--- src/rtl/y86_imem_loader.sv ---
// y86_imem_loader: writer side of the Y86-64 instruction memory.
// Accepts a framed byte stream (LEN_LO, LEN_HI, N payload bytes, CSUM = XOR of
// the payload) over valid/ready. Payload bytes are written to memory from
// address 0. The core is held in reset until a verified image is in place.
// Ports:
//   clk, rst        - rising-edge clock, synchronous active-high reset
//   start           - begins a new load (accepted only in IDLE/DONE/ERR)
//   in_valid/in_data/in_ready - stream byte handshake (in_ready is combinational)
//   mem_we/mem_addr/mem_wdata - registered instruction-memory byte write port
//   cpu_hold        - core held in reset while 1 (low only in DONE)
//   load_done/load_err - level status of the current or last load
//   bytes_loaded    - payload bytes written in the current or last load
module y86_imem_loader #(
    parameter int unsigned ADDR_W = 10
) (
    input  logic              clk,
    input  logic              rst,
    input  logic              start,
    input  logic              in_valid,
    input  logic [7:0]        in_data,
    output logic              in_ready,
    output logic              mem_we,
    output logic [ADDR_W-1:0] mem_addr,
    output logic [7:0]        mem_wdata,
    output logic              cpu_hold,
    output logic              load_done,
    output logic              load_err,
    output logic [ADDR_W:0]   bytes_loaded
);

    localparam int unsigned MAX_LEN = 2**ADDR_W;
    localparam int unsigned CNT_W   = ADDR_W + 1;

    typedef enum logic [2:0] {
        IDLE, LEN_LO, LEN_HI, DATA, CSUM, DONE, ERR
    } loaderState_t;

    loaderState_t state, stateNext;

    logic [15:0]       lenReg, lenNext, lenFull;
    logic [CNT_W-1:0]  idx, idxNext;
    logic [7:0]        xorAcc, xorNext;
    logic              weNext;
    logic [ADDR_W-1:0] addrNext;
    logic [7:0]        wdataNext;
    logic              holdNext, doneNext, errNext;
    logic [CNT_W-1:0]  cntNext;
    logic              xfer;

    // Stream is accepted only while a frame is being parsed.
    assign in_ready = (state == LEN_LO) || (state == LEN_HI) ||
                      (state == DATA)   || (state == CSUM);
    assign xfer     = in_valid && in_ready;

    // Next-state and next-register logic.
    always_comb begin
        stateNext = state;
        lenNext   = lenReg;
        lenFull   = {in_data, lenReg[7:0]};
        idxNext   = idx;
        xorNext   = xorAcc;
        weNext    = 1'b0;
        addrNext  = mem_addr;
        wdataNext = mem_wdata;
        doneNext  = load_done;
        errNext   = load_err;
        cntNext   = bytes_loaded;

        case (state)
            IDLE, DONE, ERR: begin
                if (start) begin
                    stateNext = LEN_LO;
                    doneNext  = 1'b0;
                    errNext   = 1'b0;
                    cntNext   = '0;
                    idxNext   = '0;
                    xorNext   = '0;
                end
            end
            LEN_LO: begin
                if (xfer) begin
                    lenNext[7:0] = in_data;
                    stateNext    = LEN_HI;
                end
            end
            LEN_HI: begin
                if (xfer) begin
                    lenNext[15:8] = in_data;
                    if (32'(lenFull) > MAX_LEN) begin
                        stateNext = ERR;
                        errNext   = 1'b1;
                    end else if (lenFull == 16'd0) begin
                        stateNext = CSUM;
                    end else begin
                        stateNext = DATA;
                    end
                end
            end
            DATA: begin
                if (xfer) begin
                    weNext    = 1'b1;
                    addrNext  = idx[ADDR_W-1:0];
                    wdataNext = in_data;
                    idxNext   = idx + CNT_W'(1);
                    xorNext   = xorAcc ^ in_data;
                    cntNext   = (bytes_loaded == CNT_W'(MAX_LEN)) ? bytes_loaded
                                                                  : bytes_loaded + CNT_W'(1);
                    // Leave DATA right after the Nth payload byte.
                    if ((32'(idx) + 32'd1) == 32'(lenReg)) begin
                        stateNext = CSUM;
                    end
                end
            end
            CSUM: begin
                if (xfer) begin
                    if (in_data == xorAcc) begin
                        stateNext = DONE;
                        doneNext  = 1'b1;
                    end else begin
                        stateNext = ERR;
                        errNext   = 1'b1;
                    end
                end
            end
            default: stateNext = IDLE;
        endcase

        holdNext = (stateNext != DONE);
    end

    // State and output registers; reset also cancels any pending write.
    always_ff @(posedge clk) begin
        if (rst) begin
            state        <= IDLE;
            lenReg       <= '0;
            idx          <= '0;
            xorAcc       <= '0;
            mem_we       <= 1'b0;
            mem_addr     <= '0;
            mem_wdata    <= '0;
            cpu_hold     <= 1'b1;
            load_done    <= 1'b0;
            load_err     <= 1'b0;
            bytes_loaded <= '0;
        end else begin
            state        <= stateNext;
            lenReg       <= lenNext;
            idx          <= idxNext;
            xorAcc       <= xorNext;
            mem_we       <= weNext;
            mem_addr     <= addrNext;
            mem_wdata    <= wdataNext;
            cpu_hold     <= holdNext;
            load_done    <= doneNext;
            load_err     <= errNext;
            bytes_loaded <= cntNext;
        end
    end

endmodule
--- config.mk ---
export PLATFORM = sky130hd
export DESIGN_NAME = y86_imem_loader
export DESIGN_NICKNAME = d
export VERILOG_FILES = /design/src/rtl/y86_imem_loader.sv
export SDC_FILE = /design/constraint.sdc
export NUM_CORES = 1
export LEC_CHECK = 0
export BUFFER_PORTS_ARGS = -buffer_cell sky130_fd_sc_hd__buf_2
export CORE_MARGIN = 4
export CORE_UTILIZATION = 24
export CTS_CLUSTER_SIZE = 14
export DETAILED_ROUTE_END_ITERATION = 7
export HOLD_SLACK_MARGIN = 0.08
export REMOVE_ABC_BUFFERS = 1
export SETUP_SLACK_MARGIN = 0.2
export SLEW_MARGIN = 10
export SYNTH_ARGS = -nofsm -noshare
export SYNTH_HDL_FRONTEND = slang
export SYNTH_SLANG_ARGS = --single-unit
export TNS_END_PERCENT = 30
--- constraint.sdc ---
create_clock -name clk -period 2.7 [get_ports clk]
set_input_delay 0.27 -clock clk [delete_from_list [all_inputs] [get_ports clk]]
set_output_delay 0.27 -clock clk [all_outputs]
set_load 0.02 [all_outputs]
After elaboration in Yosys (flattened, before gate mapping):

Cells that the tools add are included.

* flip-flop bits (word level): 71
* logic and storage cells: 83
* output and inout bits: 34

* add/sub/neg operators: 3
* bitwise logic cells: 2
* $lt $le $gt $ge: 1
* reductions and logical operators: 18
* multiplexer cells: 29
* eq/ne operators: 18

Operators by type and width (number)
* $mux 11: 4
* $pmux 11 s2: 2
* $mux 3: 8
* $add 11x1->11 const B: 2
* $eq 12x16->1: 1
* $gt 16x11->1 const B: 1
* $logic_not 16->1: 1
* $mux 8: 2
* $pmux 8 s2: 1
* $pmux 3 s5: 1
* $add 11x1->12 const B: 1
* $ne 2x2->1 const B: 6
* $eq 11x11->1 const B: 1
* $eq 3x3->1 const B: 3
* $eq 8x8->1: 1
* $mux 1: 8
* $reduce_and 4->1: 2
* $xor 8x8->8: 1
* $eq 3x2->1 const B: 2
* $reduce_and 2->1: 3
* $reduce_and 6->1: 1
* $ne 2x1->1 const B: 2
* $reduce_bool 2->1: 2
* $eq 3x1->1 const B: 1
* 12 further kinds: 14

Depth between registers and ports, before layout:

Gate-level depths: netlist (run 1).

* depth after elaboration: 8
* depth in mapped cells: 8
* gate-level depth less buffers: 7

Least setup slack after synthesis (run 1):

Ideal clock, no wire load.

* path kind: flip-flop to flip-flop
* start: register idx[1]
* end: register state[0]
* stages on the path, launching flop included: 8
* clock period less this slack: 1853 ps
* required time: 2568 ps
* path slack: 847 ps
* path buffers: 0
* arrival: 1721 ps
* setup time: 132 ps
* cells stage by stage: dfxtp_1 > ha_1 > nand3_1 > nor3_1 > xnor2_1 > nand4_1 > o31ai_2 > a31oi_1

* cells in the longest elaborated chain, start to end: 5

RTL lines
* from (decl): line 41 `logic [CNT_W-1:0] idx, idxNext;`
* from (signal assigned): line 148 `idx <= idxNext;`
* $add 11x1->12: line 109 `if ((32'(idx) + 32'd1) == 32'(lenReg)) begin`
* $eq 12x16->1: line 109
* $mux 3: line 109
* $mux 3: line 100 `if (xfer) begin`
* $pmux 3 s5: line 69 `case (state)`
* to (signal assigned): line 146 `state <= stateNext;`
* to (decl): line 38 `loaderState_t state, stateNext;`

Every way passes these cells.
A chain may end at the register's enable or synchronous reset.

Worst setup path after layout (run 1):

* start: register state[0]
* end: register xorAcc[7]

* cells in the longest elaborated chain, start to end: 7

RTL lines
* $eq 3x1->1 or $eq 3x2->1 (tied branches): line 51 `assign in_ready = (state == LEN_LO) || (state == LEN_HI) ||`
* $logic_or 1x1->1 (2 in series): line 51
* $logic_or 1x1->1: line 52 `(state == DATA) || (state == CSUM);`
* $logic_and 1x1->1: line 53 `assign xfer = in_valid && in_ready;`
* $ne 2x2->1 (no line)
* $reduce_and 3->1 (no line)
* to (signal assigned): line 149 `xorAcc <= xorNext;`
* to (decl): line 42 `logic [7:0] xorAcc, xorNext;`

Several ways; a longest one is shown, not always the timed one.

==> metrics.md, run 1 <==
| Metric | Value |
|---|---|
| Outcome | finished clean |
| Type of the tightest min-delay check | in2reg |
| Synth Area in Simple Gates | 28.37% |
| Power density over the cells | 603.0 mW/mm^2 |
| Final Hold Violating Endpoints | 0 |
| Number of distinct standard cells referenced by the synthesized netlist | 55 |
| Share of the synthesized area in compound gates (AO/OA/AOI/OAI) | 17.43% |
| Clock sinks | 71 |
| TritonCTS clock tree | yes |
| Gr usage total | 10.74% |
| Largest buffer count on any clock path | 2 |
| Routability cong. | 0.8512 |
| Sequential cell fraction of total power | 42.9% |
| Antenna violations before repair | 0 |
| Clock-pin slew on the worst setup and hold paths | 0.06 ns |
| Routed length on met1 | 4450 um |
| Die H | 131.1 um |
| Vias in the first global route | 3123 |
| Worst hold path depth | 3 |
| Aggregate global routing overflow | 0 |
| Clock network power share | 46.8% |
| Antenna Cells | 0 |
| Proportion of register bits with asynchronous set or reset after synthesis | 0% |
| Routed vias | 3276 |
| Number of levels the H-tree was split into | 3 |
| Ratio of cells with drive above 1 in the final layout | 16.94% |
| PortBufs | 45 |
| Antenna violation net count after detailed routing | 0 |
| Wire length on met3 | 466 um |
| Worst-case clock skew | 0.003532 ns |
| Starting Density | 24.75% |
| PostCTS Resize Cnt | 0 |
| Worst IR drop on VDD | 0.3329 mV |
| Post-route DRC violation count | 0 |
| XOR/XNOR Fraction of Synth Area | 8.184% |
| Post-CTS Setup Repair Bufs | 0 |
| Filler Cells Inserted | 1568 |
| Yosys warning count | 0 |
| Unrepaired setup endpoints after global routing | false |
| Combinational Power Share | 10.3% |
| Area share of fa/ha/maj cells after synthesis | 1.307% |
| Fraction of synthesized area in multiplexers | 0.2751% |
| Clock latency reported for the late side of the worst-skew pair | 0.33 ns |
| Critical Path Start Type | flop |
| WHS Endpoint | lenReg[5] |
| Max-slew headroom | 62.81% |
| Net Sw Frac | 25.42% |
| Final slew viol count | 0 |
| Total half-perimeter wirelength after legalization and detailed placement | 6719 um |
| Mean routed wirelength per cell | 13.65 um |
| Avg Synthesized Cell Area | 7.859 um^2 |
| Post-synth top flop | sky130_fd_sc_hd__dfxtp_1 |
| Launch point of the worst hold path | in_data[5] |
| Internal portion of total power | 0.001926 W |
| R2R Path Start | state[0] |
| Min cycle time layout | 2.185 ns |
| Row cnt | 44 |
| Via/cell ratio | 4.818 |
| Detailed-routed wire length on met2 | 4200 um |
| Worst setup slack for register-to-register paths | 0.52 ns |
| Uppermost signal routing layer after detailed routing | met4 |
| Reg2Reg Depth | 6 |
| Core Box Area | 0.01470 mm^2 |
| Sequential share of the synthesized area | 39.06% |
| Worst Max-Slew Pin Slew | 0.5571 ns |
| Detailed Routing Iterations Pass 1 | 5 |
| Post-CTS Hold Fix Bufs | 0 |
| Worst-path fanout max | 18 |
| Worst setup path class | reg2reg |
| Element type at the critical path end | flop |
| Area added between synthesis and finish | 17.74% |
| Final critical-path share of the clock period | 80.92% |
| CTS buffer count | 9 |
| Post-synth EDFFs | 0 |
| First-pass GRT wire length | 15260 um |
| Maximum number of pins on one net before global-route repair | 41 |
| Critical path arrival | 2.43 ns |
| Total Die Area | 0.01719 mm^2 |
| Setup TNS Final | 0 ns |
| Number of DRC markers after the initial detailed-route iteration | 233 |
| Total setup violations reported at the end of the flow | 0 |
| Dominant combinational cell family by area after synthesis | simple AND/OR/NAND/NOR gates |
| Final routed wirelength across all metal layers | 9279 um |
| Synthesized instance count | 463 |
| Final Net Count | 506 |
| Mapped cell area | 0.003638 mm^2 |
| Number of placed I/O pins | 46 |
| Number of synthesized register bits | 71 |
| Data required time at the worst endpoint | 2.94 ns |
| Critical R2R Capture | xorAcc[7] |
| Number of max-cap violations | 0 |
| Net Switching | 0.0006568 W |
| Leak | 1.555 nW |
| Cell at the root of the clock tree | sky130_fd_sc_hd__clkbuf_16 |
| Highest clock frequency the design can meet | 457.7 MHz |
| Utilization after layout | 29.15% |
| Chip width | 131.1 um |
## synthesized netlist by cell type (all sizes together) (2+ instances only)
master	n	share of area [%]
inv	7	0.72
a22oi	2	0.41
a21oi	63	8.9
nand2	84	8.7
buf	19	3.2
xor2	7	1.7
nor2b	4	0.69
nand3b	2	0.41
or3	6	1.0
nor3b	3	0.89
nor4	8	1.8
o31ai	3	0.76
a31oi	5	0.86
dfxtp	71	39
or2	8	1.4
xnor2	27	6.5
nand3	12	1.7
ha	3	1.0
nor3	9	1.4
and3	2	0.34
nand2b	7	1.2
nor4b	3	1.2
nand4	11	2.3
clkbuf	14	1.4
nor2	43	4.5
o21ai	23	3.3
a311oi	2	0.48
## power by group through the flow
stage	sequential (W)	clock (W)	combinational [W]
after floorplan	0.00113	0	0.000160
after global placement	0.00113	0	0.000260
after detailed placement	0.00113	0	0.000265
after CTS	0.00111	0.00124	0.000266
after global routing	0.00111	0.00129	0.000293
final	0.00111	0.00121	0.000265
## metrics by stage
stage          instances  instance area [um^2]  hold slack, ns  setup WS (ns)  total power, W
2_1_floorplan        430                  3470          0.3391         0.4643        0.001287
3_3_place_gp         664                  3975          0.4396         0.6098        0.001388
3_5_place_dp         664                  3975          0.4463         0.5155        0.001396
4_1_cts              680                  4284          0.2271         0.5089        0.002616
5_1_grt              680                  4284          0.2392         0.3136        0.002698
6_report             680                  4284          0.2367         0.5151        0.002583
## worst max path at each step
stage          startpoint              end  slack [ns]
3_5_place_dp       idx[0]         state[0]        0.52
2_1_floorplan    state[1]  bytes_loaded[9]        0.46
4_1_cts            idx[0]         state[0]        0.51
5_1_grt          state[0]        xorAcc[7]        0.31
6_report         state[0]        xorAcc[7]        0.52
3_3_place_gp       idx[0]         state[0]        0.61
## cells in the final DEF, fill, tap and decap left out, drive strengths merged, types with 4 or more instances in the layout
| cell | instances |
|---|---|
| nor2b | 4 |
| nor4 | 8 |
| nand2 | 84 |
| nor2 | 43 |
| nand4 | 11 |
| xor2 | 7 |
| clkbuf | 11 |
| or3 | 6 |
| dfxtp | 71 |
| or2 | 8 |
| xnor2 | 27 |
| nand3 | 12 |
| a31oi | 5 |
| inv | 7 |
| nor3 | 9 |
| nand2b | 7 |
| o21ai | 23 |
| buf | 50 |
| a21oi | 63 |
## worst max-delay path, stage by stage (launching register included)
cell and delay (ns):
sky130_fd_sc_hd__dfxtp_1 0.67, sky130_fd_sc_hd__nand3b_1 0.25, sky130_fd_sc_hd__o21ai_2 0.11, sky130_fd_sc_hd__a21oi_2 0.42
sky130_fd_sc_hd__buf_4 0.32, sky130_fd_sc_hd__nor2_1 0.07, sky130_fd_sc_hd__a211oi_1 0.24
## final cells by class
type	count	area, um^2	area share, %
multi-input cells	352	2022	47.20
flip-flops and latches	71	1421	33.18
repair buffers	50	275.3	6.425
clock buffers	11	252.7	5.900
well taps	184	230.2	5.374
clock inverters	5	56.30	1.314
inverters	7	26.28	0.6133
## state kept, by name (all words and copies together), names as in the netlist
register,flops
mem_we,1
load_done,1
state,3
mem_wdata,8
load_err,1
cpu_hold,1
bytes_loaded,11
lenReg,16
mem_addr,10
xorAcc,8
idx,11
## routing by layer
| layer | vias to the layer above | GRT usage, % |
|---|---|---|
| met4 | 0 | 4.259 |
| met5 | - | 0 |
| met3 | 15 | 3.096 |
| met2 | 77 | 17.11 |
| li1 | 1653 | - |
| met1 | 1531 | 13.76 |
## cell families after synthesis
group / count (synthesis)
DFF: 71
AOI/OAI and AO/OA: 109
and+or+nand+nor: 204
xor gates and xnor gates: 34
muxes: 1
adders and majority gates: 4
buffers and inverters: 40
Note: power is estimated with default switching activity, not from simulation.
==> run 2, diff against run 1 <==
Clock period 2.7 ns to 1.9 ns, I/O delays scaled along.
==> metrics.md, run 2 (synthesized netlist as in run 1, its figures left out) <==
| Metric | Value |
|---|---|
| Net Sw Frac | 26.34% (+0.91 points) |
| Maximum number of pins on one net before global-route repair | 48 (+17%) |
| Starting Density | 24.75% (unchanged) |
| Antenna violations before repair | 0 (unchanged) |
| Data required time at the worst endpoint | 2.11 ns (-0.83 ns) |
| Placement Cell Area | 0.004143 mm^2 (+4.2%) |
| Routability cong. | 0.8689 (+2.1%) |
| Number of max-cap violations | 0 (unchanged) |
| Type of the tightest min-delay check | in2reg |
| TritonCTS clock tree | yes |
| Area added between synthesis and finish | 26.17% |
| CTS buffer count | 9 (unchanged) |
| Total setup violations reported at the end of the flow | 0 (unchanged) |
| Core Box Area | 0.01470 mm^2 (unchanged) |
| Critical Path Start Type | flop |
| PortBufs | 45 (unchanged) |
| Footprint of the multi-input gates | 0.002133 mm^2 (+5.5%) |
| Antenna Cells | 0 (unchanged) |
| Sequential cell fraction of total power | 42.5% (-0.4 points) |
| Post-route DRC violation count | 0 (unchanged) |
| Chip width | 131.1 um (unchanged) |
| Cell at the root of the clock tree | sky130_fd_sc_hd__clkbuf_16 |
| Most used cells in the layout excluding fill and tap cells | 84 x sky130_fd_sc_hd__nand2_1, 63 x sky130_fd_sc_hd__dfxtp_1, 61 x sky130_fd_sc_hd__a21oi_1, 45 x sky130_fd_sc_hd__buf_2, 42 x sky130_fd_sc_hd__nor2_1 |
| Largest buffer count on any clock path | 2 (unchanged) |
| Final slew viol count | 0 (unchanged) |
| Clock sinks | 71 (unchanged) |
| Mean routed wirelength per cell | 13.64 um (about the same) |
| Internal portion of total power | 0.002698 W (+40%) |
| Element type at the critical path end | flop |
| Max-slew headroom | 66.74% (+3.9 points) |
| Via/cell ratio | 4.793 (-0.50%) |
| Net Switching | 0.0009649 W (+47%) |
| Largest Register | lenReg |
| Most common library cell in the layout ignoring fill and taps | sky130_fd_sc_hd__nand2_1 |
| Final critical-path share of the clock period | 94.44% (+14 points) |
| Final Hold Violating Endpoints | 0 (unchanged) |
| Vias in the first global route | 3219 (+3.1%) |
| Number of placed I/O pins | 46 (unchanged) |
| Aggregate global routing overflow | 0 (unchanged) |
| Worst Max-Slew Pin Slew | 0.4967 ns (-0.06040 ns) |
| Total Die Area | 0.01719 mm^2 (unchanged) |
| Clock latency reported for the late side of the worst-skew pair | 0.33 ns (about the same) |
| Power density over the cells | 798.0 mW/mm^2 (+32%) |
| Setup TNS Final | 0 ns (unchanged) |
| Number of DRC markers after the initial detailed-route iteration | 196 (-16%) |
| Final Net Count | 528 (+4.3%) |
| Combinational Power Share | 12.0% (+1.7 points) |
| Worst setup path class | reg2reg |
| Worst IR drop on VDD | 0.4719 mV (+42%) |
| Worst-case clock skew | 0.005388 ns (+0.001856 ns) |
| First-pass GRT wire length | 16150 um (+5.8%) |
| Clock-pin slew on the worst setup and hold paths | 0.06 ns (about the same) |
| Highest clock frequency the design can meet | 557.3 MHz (+22%) |
| Number of flip-flops under the largest register name | 16 (unchanged) |
| Antenna violation net count after detailed routing | 0 (unchanged) |
| Unrepaired setup endpoints after global routing | true |
| Worst-path fanout max | 6 (-12) |
| Leak | 1.708 nW (+9.8%) |
| Storage cell area | 0.001434 mm^2 (+0.88%) |
| Non-Filler Cell Area, Final | 0.004591 mm^2 (+7.2%) |
| Final routed wirelength across all metal layers | 9578 um (+3.2%) |
| Detailed Routing Iterations Pass 1 | 5 (unchanged) |
| Critical path arrival | 2.01 ns (-0.42 ns) |
| Min cycle time layout | 1.794 ns (-0.3906 ns) |
| Total half-perimeter wirelength after legalization and detailed placement | 6745 um (+0.39%) |
| Routed vias | 3365 (+2.7%) |
| Ratio of cells with drive above 1 in the final layout | 24.71% (+7.8 points) |
| Row cnt | 44 (unchanged) |
| Number of levels the H-tree was split into | 3 (unchanged) |
| Clock network power share | 45.5% (-1.3 points) |
| Outcome | finished clean |
| Largest registers | lenReg x16, bytes_loaded x11, idx x11 |
| Die H | 131.1 um (unchanged) |
| Filler Cells Inserted | 1546 (-1.4%) |
| Gr usage total | 11.28% (+0.54 points) |
run 2: changes by cell type in the layout (fill, tap and decap cells not counted), moves of 2 or more:
cell | before | now
sky130_fd_sc_hd__buf_12 | 1 | 3
sky130_fd_sc_hd__nand3_1 | 12 | 10
sky130_fd_sc_hd__nand3_2 | 0 | 2
sky130_fd_sc_hd__nor3_1 | 8 | 6
sky130_fd_sc_hd__buf_4 | 4 | 21
sky130_fd_sc_hd__buf_6 | 0 | 3
sky130_fd_sc_hd__dfxtp_1 | 71 | 63
sky130_fd_sc_hd__dfxtp_2 | 0 | 7
sky130_fd_sc_hd__clkbuf_8 | 2 | 0
sky130_fd_sc_hd__nor4_2 | 0 | 2
sky130_fd_sc_hd__nor4_1 | 7 | 4
run 2: final cells by class:
type                            instances  share of cell area [%]
Clock inverter                          6                   1.336
Timing Repair Buffer                   72                   10.38
Inverter                                7                  0.5724
Clock buffer                           10                   4.988
Tap cell                              184                   5.015
Multi-Input combinational cell        352                   46.47
Sequential cell                        71                   31.23
run 2: repair_timing:
| action | CTS | global route |
|---|---|---|
| setup endpoints to repair | 28 | 36 |
| buffers inserted | 3 | 0 |
| hold buffers | 0 | 0 |
| gates resized for setup | 20 | 13 |
| pin swaps | 11 | 4 |
run 2: final timing paths:
kind          startpoint           to  slack, ns  depth (start not counted)
max               idx[1]     state[0]       0.11                          7
min           in_data[4]    lenReg[4]       0.16                          3
max reg2reg       idx[1]     state[0]       0.11                          7
min reg2reg  mem_addr[0]  mem_addr[0]       0.45                          2
run 2: per-layer routing:
| layer | vias to the layer above | GRT usage (%) | wire length [um] |
|---|---|---|---|
| met5 | - | 0 | 0 |
| met2 | 81 | 17.77 | 4478 |
| met4 | 0 | 4.317 | 162 |
| li1 | 1687 | - | - |
| met3 | 13 | 3.096 | 413 |
| met1 | 1584 | 14.78 | 4524 |
run 2: critical path, cell delays in order, from the launching register on:
cell and delay, ns:
sky130_fd_sc_hd__dfxtp_2 0.36, sky130_fd_sc_hd__ha_4 0.17, sky130_fd_sc_hd__nand2b_1 0.07, sky130_fd_sc_hd__o211a_1 0.20
sky130_fd_sc_hd__o32ai_1 0.27, sky130_fd_sc_hd__nand4_1 0.23, sky130_fd_sc_hd__o31ai_2 0.26, sky130_fd_sc_hd__a31oi_1 0.10
run 2: power groups by stage:
stage	logic [W]	registers (W)	clock network, W
2_1_floorplan	0.000228	0.00160	0
5_1_grt	0.000485	0.00156	0.00177
3_3_place_gp	0.000421	0.00159	0
4_1_cts	0.000434	0.00156	0.00171
3_5_place_dp	0.000425	0.00159	0
6_report	0.000440	0.00156	0.00167
run 2: through the flow:
stage	hold WS (ns)	util [%]	setup slack, ns	power [W]	cells
3_5_place_dp	0.4449	28.18	-0.07246	0.002014	683
5_1_grt	0.1645	31.23	0.01239	0.003823	702
4_1_cts	0.1431	30.82	0.1420	0.003699	702
6_report	0.1597	31.23	0.1056	0.003663	702
2_1_floorplan	0.2591	-	-0.3357	0.001829	430
3_3_place_gp	0.4399	28.18	0.02924	0.002008	683
==> run 3, diff against run 2 <==
Settings changed: CORE_MARGIN 4 to 2, GPL_ROUTABILITY_DRIVEN from default to 0.
Clock period 1.9 ns to 1.6 ns, I/O delays scaled along.
==> metrics.md, run 3 (synthesized netlist as in run 1, its figures left out) <==
| Metric | Value |
|---|---|
| Routed vias | 3688 (+9.6%) |
| Number of placed I/O pins | 46 (unchanged) |
| Aggregate global routing overflow | 0 (unchanged) |
| Final Hold Violating Endpoints | 0 (unchanged) |
| Antenna violation net count after detailed routing | 0 (unchanged) |
| Antenna violations before repair | 0 (unchanged) |
| Power density over the cells | 824.6 mW/mm^2 (+3.3%) |
| Die H | 127.1 um (-3.1%) |
| Mean routed wirelength per cell | 14.38 um (+5.4%) |
| Post-route DRC violation count | 0 (unchanged) |
| Largest registers | lenReg x16, bytes_loaded x11, idx x11 |
| Filler Cells Inserted | 1502 (-2.8%) |
| Worst setup slack for register-to-register paths | -0.18 ns (-0.29 ns) |
| Worst setup slack after placement | -0.2954 ns (-0.2229 ns) |
| Number of flip-flops under the largest register name | 16 (unchanged) |
| Number of max-cap violations | 0 (unchanged) |
| Maximum number of pins on one net before global-route repair | 45 (-6.3%) |
| Total setup violations reported at the end of the flow | 4 (+4) |
| Area added between synthesis and finish | 56.95% |
| Post-CTS Hold Fix Bufs | 0 (unchanged) |
| Fin worst setup slack | -0.1822 ns (-0.2878 ns) |
| Failing checks | negative setup slack |
| Antenna Cells | 0 (unchanged) |
| Footprint of the multi-input gates | 0.002461 mm^2 (+15%) |
| Starting Density | 24.20% (-0.55 points) |
| Final slew viol count | 0 (unchanged) |
| Uppermost signal routing layer after detailed routing | met4 |
| Total half-perimeter wirelength after legalization and detailed placement | 7285 um (+8.0%) |
| Highest clock frequency the design can meet | 561.1 MHz (+0.68%) |
| Clock sinks | 71 (unchanged) |
| Total Die Area | 0.01616 mm^2 (-6.0%) |
| Most common library cell in the layout ignoring fill and taps | sky130_fd_sc_hd__buf_4 |
| Unrepaired setup endpoints after global routing | true |
| Clock latency reported for the late side of the worst-skew pair | 0.34 ns (about the same) |
| Ratio of cells with drive above 1 in the final layout | 43.33% (+19 points) |
| Via/cell ratio | 4.680 (-2.4%) |
| Largest buffer count on any clock path | 2 (unchanged) |
| Worst IR drop on VDD | 0.5218 mV (+11%) |
| Detailed-routed wire length on met2 | 5448 um (+22%) |
| Setup TNS Final | -0.4402 ns (-0.4402 ns) |
| Critical Path Start Type | flop |
| First-pass GRT wire length | 17720 um (+9.7%) |
| Worst-path fanout max | 5 (-1) |
| Min cycle time layout | 1.782 ns (-0.01216 ns) |
| CTS buffer count | 9 (unchanged) |
| Final routed wirelength across all metal layers | 11330 um (+18%) |
| Element type at the critical path end | flop |
| Largest Register | lenReg |
| PortBufs | 45 (unchanged) |
| Storage cell area | 0.001451 mm^2 (+1.2%) |
| Critical path arrival | 2.00 ns (about the same) |
| Row cnt | 45 (+2.3%) |
| TritonCTS clock tree | yes |
| Max-slew headroom | 78.14% (+11 points) |
| Routed length on met1 | 5286 um (+17%) |
| Cell at the root of the clock tree | sky130_fd_sc_hd__clkbuf_16 |
| Final critical-path share of the clock period | 111.4% (+17 points) |
| Most used cells in the layout excluding fill and tap cells | 79 x sky130_fd_sc_hd__buf_4, 78 x sky130_fd_sc_hd__nand2_1, 55 x sky130_fd_sc_hd__a21oi_1, 55 x sky130_fd_sc_hd__dfxtp_1, 45 x sky130_fd_sc_hd__buf_2 |
| Worst setup path class | reg2reg |
| Detailed Routing Iterations Pass 1 | 4 (-1) |
| Vias in the first global route | 3539 (+9.9%) |
| Core Box Area | 0.01503 mm^2 (+2.3%) |
| Wire length on met3 | 456 um (+10%) |
| Gr usage total | 13.85% (+2.6 points) |
| Leak | 2.279 nW (+33%) |
| Number of levels the H-tree was split into | 3 (unchanged) |
| Type of the tightest min-delay check | in2reg |
| Outcome | finished with violations |
| Chip width | 127.1 um (-3.1%) |
| Worst-case clock skew | 0.003633 ns (-0.001755 ns) |
| Number of DRC markers after the initial detailed-route iteration | 169 (-14%) |
| Final Net Count | 611 (+16%) |
| Clock-pin slew on the worst setup and hold paths | 0.06 ns (about the same) |
| Data required time at the worst endpoint | 1.81 ns (-0.30 ns) |
| Worst Max-Slew Pin Slew | 0.3271 ns (-0.1696 ns) |
## run 3: cell count changes in the layout (fill, tap and decap cells not counted), moves of 8 or more
cell                      delta
sky130_fd_sc_hd__o21ai_0    -10
sky130_fd_sc_hd__dfxtp_1     -8
sky130_fd_sc_hd__buf_4      +58
sky130_fd_sc_hd__buf_6      +17
sky130_fd_sc_hd__nor2_1      -8
## run 3: through the flow
step	hold WS, ns	power (W)	util, %	instance area [um^2]	cells
after global placement	0.4408	0.002477	30.79	4628	751
after CTS	0.09806	0.004624	35.33	5311	776
after floorplan	0.2291	0.002172	-	3470	430
after detailed placement	0.4435	0.002479	30.79	4628	751
final	0.1166	0.004709	37.99	5710	788
after global routing	0.1134	0.004908	37.99	5710	788
## run 3: power breakdown
part	switching (W)	internal [W]	leakage (nW)
clock	0.000770	0.00124	0.141
combinational	0.000452	0.000393	1.56
sequential	0.0000494	0.00181	0.582
total	0.00127	0.00344	2.28
## run 3: worst paths after layout
path / start / cells past startpoint / endpoint
worst min register to register: mem_wdata[1] / 2 / mem_wdata[1]
worst max-delay path: idx[0] / 7 / state[0]
worst min-delay path: in_data[4] / 3 / lenReg[4]
worst max register to register: idx[0] / 7 / state[0]
## run 3: routing by layer
| metal | track usage, % | vias up |
|---|---|---|
| met4 | 3.555 | 0 |
| met3 | 3.894 | 12 |
| li1 | - | 1862 |
| met1 | 18.01 | 1741 |
| met2 | 22.74 | 73 |
| met5 | 0 | - |
## run 3: area by class of cell
cell class | count | share of cell area, %
Clock buffer | 10 | 4.185
Clock inverter | 5 | 1.030
Inverter | 7 | 0.5039
Multi-Input combinational cell | 353 | 43.10
Sequential cell | 71 | 25.42
Tap cell | 188 | 4.119
Timing Repair Buffer | 154 | 21.65
## run 3: repair_timing
item,in CTS,in global routing
buffers inserted,6,11
pin swaps,31,38
endpoints found under the setup margin,39,54
gates resized for setup,75,68
cloned,4,2
## run 3: worst max-delay path, cell delays in order (launching register included)
cell and delay (ns):
sky130_fd_sc_hd__dfxtp_2 0.35, sky130_fd_sc_hd__buf_6 0.13, sky130_fd_sc_hd__nand4_4 0.12, sky130_fd_sc_hd__or3_1 0.37, sky130_fd_sc_hd__a22oi_1 0.15, sky130_fd_sc_hd__nand4_1 0.16, sky130_fd_sc_hd__o31ai_2 0.28, sky130_fd_sc_hd__a31oi_1 0.11
